### src/rtl/bobc_pkg.sv
// Shared encodings for the BOBC datapath and its controller.
// Mux selects, ALU op codes and multiplier sequencer states.
package bobc_pkg;

    localparam logic [1:0] M0_ZERO = 2'b00;
    localparam logic [1:0] M0_X    = 2'b01;
    localparam logic [1:0] M0_H    = 2'b10;
    localparam logic [1:0] M0_S    = 2'b11;

    localparam logic [1:0] M1_A    = 2'b00;
    localparam logic [1:0] M1_B    = 2'b01;
    localparam logic [1:0] M1_C    = 2'b10;
    localparam logic [1:0] M1_ZERO = 2'b11;

    localparam logic [1:0] M2_COEF = 2'b00;
    localparam logic [1:0] M2_ONE  = 2'b01;
    localparam logic [1:0] M2_H    = 2'b10;
    localparam logic [1:0] M2_X    = 2'b11;

    localparam logic H_MUL = 1'b0;
    localparam logic H_ADD = 1'b1;

    typedef enum logic [1:0] {
        MS_IDLE = 2'd0,
        MS_RUN  = 2'd1,
        MS_DONE = 2'd2
    } mul_state_e;

endpackage

### src/rtl/mul_seq_bobc.sv
// Iterative shift-add multiplier with operand snapshot.
// Restarts whenever enabled operands differ from the snapshot; freezes when disabled.
module mul_seq_bobc
    import bobc_pkg::*;
#(
    parameter int W  = 8,
    parameter int PW = 2 * W
) (
    input  logic          ck,
    input  logic          rst,
    input  logic          en,
    input  logic [W-1:0]  a_in,
    input  logic [W-1:0]  b_in,
    output logic [PW-1:0] prod,
    output logic          match,
    output logic          valid
);

    localparam int CW = (W > 1) ? $clog2(W) : 1;

    mul_state_e    state_q, state_d;
    logic [W-1:0]  snap_a_q, snap_a_d;
    logic [W-1:0]  snap_b_q, snap_b_d;
    logic [CW-1:0] cnt_q, cnt_d;
    logic [PW-1:0] prod_q, prod_d;
    logic [PW-1:0] addend;

    // Snapshot compare and status outputs
    always_comb begin
        match = (state_q != MS_IDLE)
              && (a_in == snap_a_q)
              && (b_in == snap_b_q);
        valid = (state_q == MS_DONE);
        prod  = prod_q;
    end

    // Restart on operand change, otherwise one partial product per edge
    always_comb begin
        state_d  = state_q;
        snap_a_d = snap_a_q;
        snap_b_d = snap_b_q;
        cnt_d    = cnt_q;
        prod_d   = prod_q;
        addend   = PW'(snap_a_q) << cnt_q;
        if (en) begin
            if (!match) begin
                state_d  = MS_RUN;
                snap_a_d = a_in;
                snap_b_d = b_in;
                cnt_d    = '0;
                prod_d   = '0;
            end else begin
                unique case (state_q)
                    MS_RUN: begin
                        if (snap_b_q[cnt_q]) begin
                            prod_d = prod_q + addend;
                        end
                        if (cnt_q == CW'(W - 1)) begin
                            state_d = MS_DONE;
                        end else begin
                            cnt_d = cnt_q + 1'b1;
                        end
                    end
                    MS_DONE: state_d = MS_DONE;
                    default: state_d = state_q;
                endcase
            end
        end
    end

    // Sequencer state registers
    always_ff @(posedge ck) begin
        if (rst) begin
            state_q  <= MS_IDLE;
            snap_a_q <= '0;
            snap_b_q <= '0;
            cnt_q    <= '0;
            prod_q   <= '0;
        end else begin
            state_q  <= state_d;
            snap_a_q <= snap_a_d;
            snap_b_q <= snap_b_d;
            cnt_q    <= cnt_d;
            prod_q   <= prod_d;
        end
    end

endmodule

### src/rtl/operativo_bobc.sv
// BOBC datapath: X/H/S registers, operand muxes, add/multiply ALU.
// Optional sticky overflow flag when BOBC_OVF_EN is defined.
module operativo_bobc
    import bobc_pkg::*;
#(
    parameter int W = 8
) (
    input  logic         ck,
    input  logic         rst,
    input  logic [W-1:0] x_in,
    input  logic [W-1:0] coef_a,
    input  logic [W-1:0] coef_b,
    input  logic [W-1:0] coef_c,
    input  logic         lx,
    input  logic         lh,
    input  logic         ls,
    input  logic         h,
    input  logic [1:0]   m0,
    input  logic [1:0]   m1,
    input  logic [1:0]   m2,
    output logic         pronto,
    output logic [W-1:0] s_out
`ifdef BOBC_OVF_EN
    ,
    output logic         ovf
`endif
);

`ifdef BOBC_OVF_EN
    localparam int PW = 2 * W;
`else
    localparam int PW = W;
`endif

    logic [W-1:0]  x_q, x_d;
    logic [W-1:0]  hr_q, hr_d;
    logic [W-1:0]  s_q, s_d;
    logic [W-1:0]  op_a, op_b, coef;
    logic [W-1:0]  sum, res;
    logic [PW-1:0] prod;
    logic          mul_match, mul_valid;

    // Operand A and coefficient selection
    always_comb begin
        op_a = '0;
        unique case (m0)
            M0_ZERO: op_a = '0;
            M0_X:    op_a = x_q;
            M0_H:    op_a = hr_q;
            M0_S:    op_a = s_q;
            default: op_a = '0;
        endcase
        coef = '0;
        unique case (m1)
            M1_A:    coef = coef_a;
            M1_B:    coef = coef_b;
            M1_C:    coef = coef_c;
            M1_ZERO: coef = '0;
            default: coef = '0;
        endcase
    end

    // Operand B selection
    always_comb begin
        op_b = '0;
        unique case (m2)
            M2_COEF: op_b = coef;
            M2_ONE:  op_b = W'(1);
            M2_H:    op_b = hr_q;
            M2_X:    op_b = x_q;
            default: op_b = '0;
        endcase
    end

    mul_seq_bobc #(
        .W  (W),
        .PW (PW)
    ) u_mul (
        .ck    (ck),
        .rst   (rst),
        .en    (h == H_MUL),
        .a_in  (op_a),
        .b_in  (op_b),
        .prod  (prod),
        .match (mul_match),
        .valid (mul_valid)
    );

`ifdef BOBC_OVF_EN
    logic carry;
    logic res_ovf;
    logic ovf_q, ovf_d;

    // Adder with carry out and overflow of the selected result
    always_comb begin
        {carry, sum} = {1'b0, op_a} + {1'b0, op_b};
        res_ovf = (h == H_ADD) ? carry : (|prod[PW-1:W]);
    end

    // Sticky overflow: set on a result load, cleared by lx, set wins
    always_comb begin
        ovf_d = ovf_q;
        if ((lh || ls) && res_ovf) begin
            ovf_d = 1'b1;
        end else if (lx) begin
            ovf_d = 1'b0;
        end
    end

    // Overflow flag register
    always_ff @(posedge ck) begin
        if (rst) begin
            ovf_q <= 1'b0;
        end else begin
            ovf_q <= ovf_d;
        end
    end

    assign ovf = ovf_q;
`else
    // Truncating adder
    always_comb begin
        sum = op_a + op_b;
    end
`endif

    // Result mux and ready flag
    always_comb begin
        res    = (h == H_ADD) ? sum : prod[W-1:0];
        pronto = !rst && ((h == H_ADD) || (mul_match && mul_valid));
    end

    // Register loads; all use pre-edge values of res
    always_comb begin
        x_d  = lx ? x_in : x_q;
        hr_d = lh ? res  : hr_q;
        s_d  = ls ? res  : s_q;
    end

    // Datapath registers
    always_ff @(posedge ck) begin
        if (rst) begin
            x_q  <= '0;
            hr_q <= '0;
            s_q  <= '0;
        end else begin
            x_q  <= x_d;
            hr_q <= hr_d;
            s_q  <= s_d;
        end
    end

    assign s_out = s_q;

endmodule

### config.mk
export PLATFORM = sky130hd
export DESIGN_NAME = operativo_bobc
export DESIGN_NICKNAME = d
export VERILOG_FILES = /design/src/rtl/bobc_pkg.sv /design/src/rtl/mul_seq_bobc.sv /design/src/rtl/operativo_bobc.sv
export SDC_FILE = /design/constraint.sdc
export NUM_CORES = 1
export LEC_CHECK = 0
export CORE_ASPECT_RATIO = 0.6
export CORE_MARGIN = 4
export CORE_UTILIZATION = 45
export CTS_BUF_LIST = sky130_fd_sc_hd__clkbuf_4 sky130_fd_sc_hd__clkbuf_8
export CTS_CLUSTER_SIZE = 40
export DETAILED_ROUTE_END_ITERATION = 12
export PLACE_DENSITY = 0.73
export SYNTH_ARGS = -nofsm -noshare
export SYNTH_HDL_FRONTEND = slang
export SYNTH_SLANG_ARGS = --single-unit
### constraint.sdc
create_clock -name ck -period 6.1 [get_ports ck]
set_input_delay 1.22 -clock ck [delete_from_list [all_inputs] [get_ports ck]]
set_output_delay 1.22 -clock ck [all_outputs]
set_load 0.005 [all_outputs]
==> qor.txt <==
status -> completed
Synth Area in Compound Gates -> 0.266
Setup TNS Final -> 0 ps
Syn Inst Count -> 489
drt total wl -> 12,200 um
LEAKAGE -> 1.88 nW
Die Y -> 82.0 um
synthesis-to-layout area growth -> 16.0%
Fin. Hold Viols -> 0
die area -> 10,800 um2
Finish-stage setup viols -> 0
worst slew pin tran -> 844 ps
Setup Skew -> 8.40 ps
Post-Place Cells -> 626
CP required -> 4880 ps
Tot Pwr -> 0.000840 W
max-slew violations -> 0
Final min period -> 5710 ps
root buffer cell -> clkbuf_8
DR DRC count -> 0
sequential-to-total area share from yosys stat -> 0.258
hpwl dp -> 9350 um
VDD IR-drop max -> 0.0932 mV
clock sink total -> 53
Crit Reg-Reg Startpoint -> u_mul.cnt_q[0]$_SDFFE_PP0P_
Layout fillers -> 784
kind of critical path -> in2out
P_sw -> 0.000286 W
fin nets -> 583
CTS hold repair buffers -> 0
vias in the first global route -> 3,537
buffers added on ports -> 52
row cnt -> 26
first-pass GRT wire length -> 18,900 um
MaxCap Viol Count -> 0
R2R Setup Slk -> 2290 ps
Comb pwr share -> 0.280
CTS tree -> built
RSZ-0062 raised after global routing -> false
final core occ -> 0.549
core area -> 8690 um2
Synth Area in Simple Gates -> 0.185
xor/xnor cell area share of the yosys netlist -> 0.0362
Most used DFF post-synth -> dfxtp_1
Final ANT Viol Nets -> 0
Async S/R FF share, synth -> 0
syn nets -> 551
Power per Cell Area -> 176 nW/um2
vias per cell -> 6.16
Worst Hold Launch -> u_mul.snap_b_q[2]$_SDFFE_PP0P_
Post-CTS Setup Bufs -> 0
antenna violations before repair -> 0
Avg WL per Cell -> 19.3 um
Min-Delay Path Depth -> 2
Clock Latency Late Sink -> 330 ps
Post-synth EDFFs -> 0
mux cell area share after synthesis -> 0.133
Synthesis Warnings -> 0
Arr. time, crit path -> 4490 ps
Die Wd -> 131 um
global route total overflow -> 0
CTS resizes -> 0
fmax -> 175 MHz
largest net degree at the start of global routing -> 58
DR vias -> 3,913
crit path capture type -> output port
Worst Hold End -> u_mul.snap_b_q[2]$_SDFFE_PP0P_
Synth top area share -> 0.258
Non-Filler Instances -> 635
Slew headroom -> 0.435
area leader, netlist -> dfxtp_1
reg2reg path depth -> 10
Yosys reg bits -> 53
Detailed Route Iter0 Violations -> 337
Initial Util -> 0.473
fraction of layout cells with a size suffix above 1 -> 0.0881
Flop pwr share -> 0.464
largest cells by area after synthesis -> dfxtp_1 (26%), mux2i_1 (6.6%), ha_1 (4.9%)
worst-path fanout max -> 10
fin crit share -> 0.936
Yosys cell types -> 73
Hold Crit Class -> reg2reg
Placer Congestion -> 0.874
CTS clock-pin slew for the worst setup and hold paths -> 100 ps
IO Count -> 53
First-pass DRT Iterations -> 5
largest family of logic cells by synthesized area -> compound AO/OA/AOI/OAI gates
Int Pwr -> 0.000554 W
GRT Util Overall -> 0.224
synthesized area per cell -> 8.41 um2
CTS buffer count -> 5
switch share -> 0.341
Startpoint Class -> input port
H-tree depth -> 2
mapped cell area -> 4110 um2
Post-Synth Adder-Cell Area -> 0.0584
clock power share -> 0.256
reg2reg end -> u_mul.prod[7]$_SDFFE_PP0P_
clk buf depth -> 2
cells in the final DEF (no fill, tap or decap), drive strengths merged, types with 5 or more instances in the layout:
master         instances
o21ai                 18
inv                   24
nand2                 30
a21boi                 5
o21bai                 5
mux2                  16
a221oi                 8
a31oi                  5
nor3b                 10
buf                   11
ha                    16
mux2i                 27
clkbuf                 5
xnor2                 14
a21o                   5
o211ai                11
nor3                   9
a211oi                26
a21oi                 21
nor2                  49
clkdlybuf4s50         51
dfxtp                 53
nand4                  6
nor2b                 10
cell usage after synthesis (5+ instances only):
cell type and number:
xnor2_1 14, a21boi_0 5, dfxtp_1 53, inv_1 23, nor2_1 49, mux2_2 11
a221oi_1 6, o21ai_0 17, a31oi_1 5, nand2_1 30, mux2i_1 27, a21oi_1 20
clkbuf_1 21, a211oi_1 26, o211ai_1 11, buf_2 11, nor3b_1 10, nand4_1 6
nor2b_1 9, a21o_1 5, o21bai_1 5, ha_1 16, nor3_1 9
kinds of logic (layout without fill, tap and decap cells):
family | count (synthesis) | after routing
compound gates | 147 | 147
xor+xnor | 17 | 17
fa+ha+maj | 18 | 18
buf+inv | 61 | 94
flops | 53 | 53
mux | 47 | 47
other cells | 0 | 1
simple gates | 146 | 146
layout make-up:
type	instances	area, um2	share of cell area
multi-input cells	375	2790	0.586
flip-flops and latches	53	1060	0.223
repair buffers	62	591	0.124
well taps	112	140	0.0294
inverters	24	90.1	0.0189
clock buffers	5	68.8	0.0144
clock inverters	3	21.3	0.00446
diodes	1	2.50	0.000525
through the flow:
step | instance area [um2] | hold WS, ps | worst slack, ps
floorplan | 4110 | 456 | 1600
global placement | 4670 | 477 | 510
detailed placement | 4670 | 494 | 396
CTS | 4760 | 510 | 401
global route | 4760 | 514 | 179
finish | 4770 | 508 | 390
worst max path at each step:
stage / from / end / slack, ps / cells past startpoint
after floorplan: m1[1] / pronto / 1600 / 10
after global placement: m1[1] / pronto / 510 / 9
after detailed placement: m1[1] / pronto / 400 / 9
after CTS: m1[1] / pronto / 400 / 9
after global routing: m1[1] / pronto / 180 / 9
final: m1[1] / pronto / 390 / 9
per-layer routing:
metal | vias to the layer above | global-route usage | part of all wire
met5 | - | 0 | 0
met4 | 0 | 0.0493 | 0.0084
met3 | 11 | 0.0630 | 0.096
met1 | 1848 | 0.336 | 0.50
li1 | 1892 | - | -
met2 | 162 | 0.314 | 0.40
power groups by stage:
stage	clock, W	combinational [W]	sequential [W]
final	0.000215	0.000235	0.000390
after global routing	0.000229	0.000256	0.000391
after CTS	0.000218	0.000231	0.000388
after detailed placement	0	0.000230	0.000396
after global placement	0	0.000224	0.000395
after floorplan	0	0.000155	0.000385
worst max-delay path: stages:
cell,delay [ps]
clkdlybuf4s50_1,770
mux2_1,390
a221oi_2,350
nor4_1,120
a2111oi_2,480
and4b_1,290
nand4b_1,140
a21oi_1,190
clkdlybuf4s50_1,520
state kept, by name, summed over array words and instances (netlist names):
name	count
u_mul.state_q	2
u_mul.cnt_q	3
s_out	8
u_mul.snap_b_q	8
u_mul.snap_a_q	8
x_q	8
hr_q	8
u_mul.prod	8
Power figures use the tool's default switching activity.
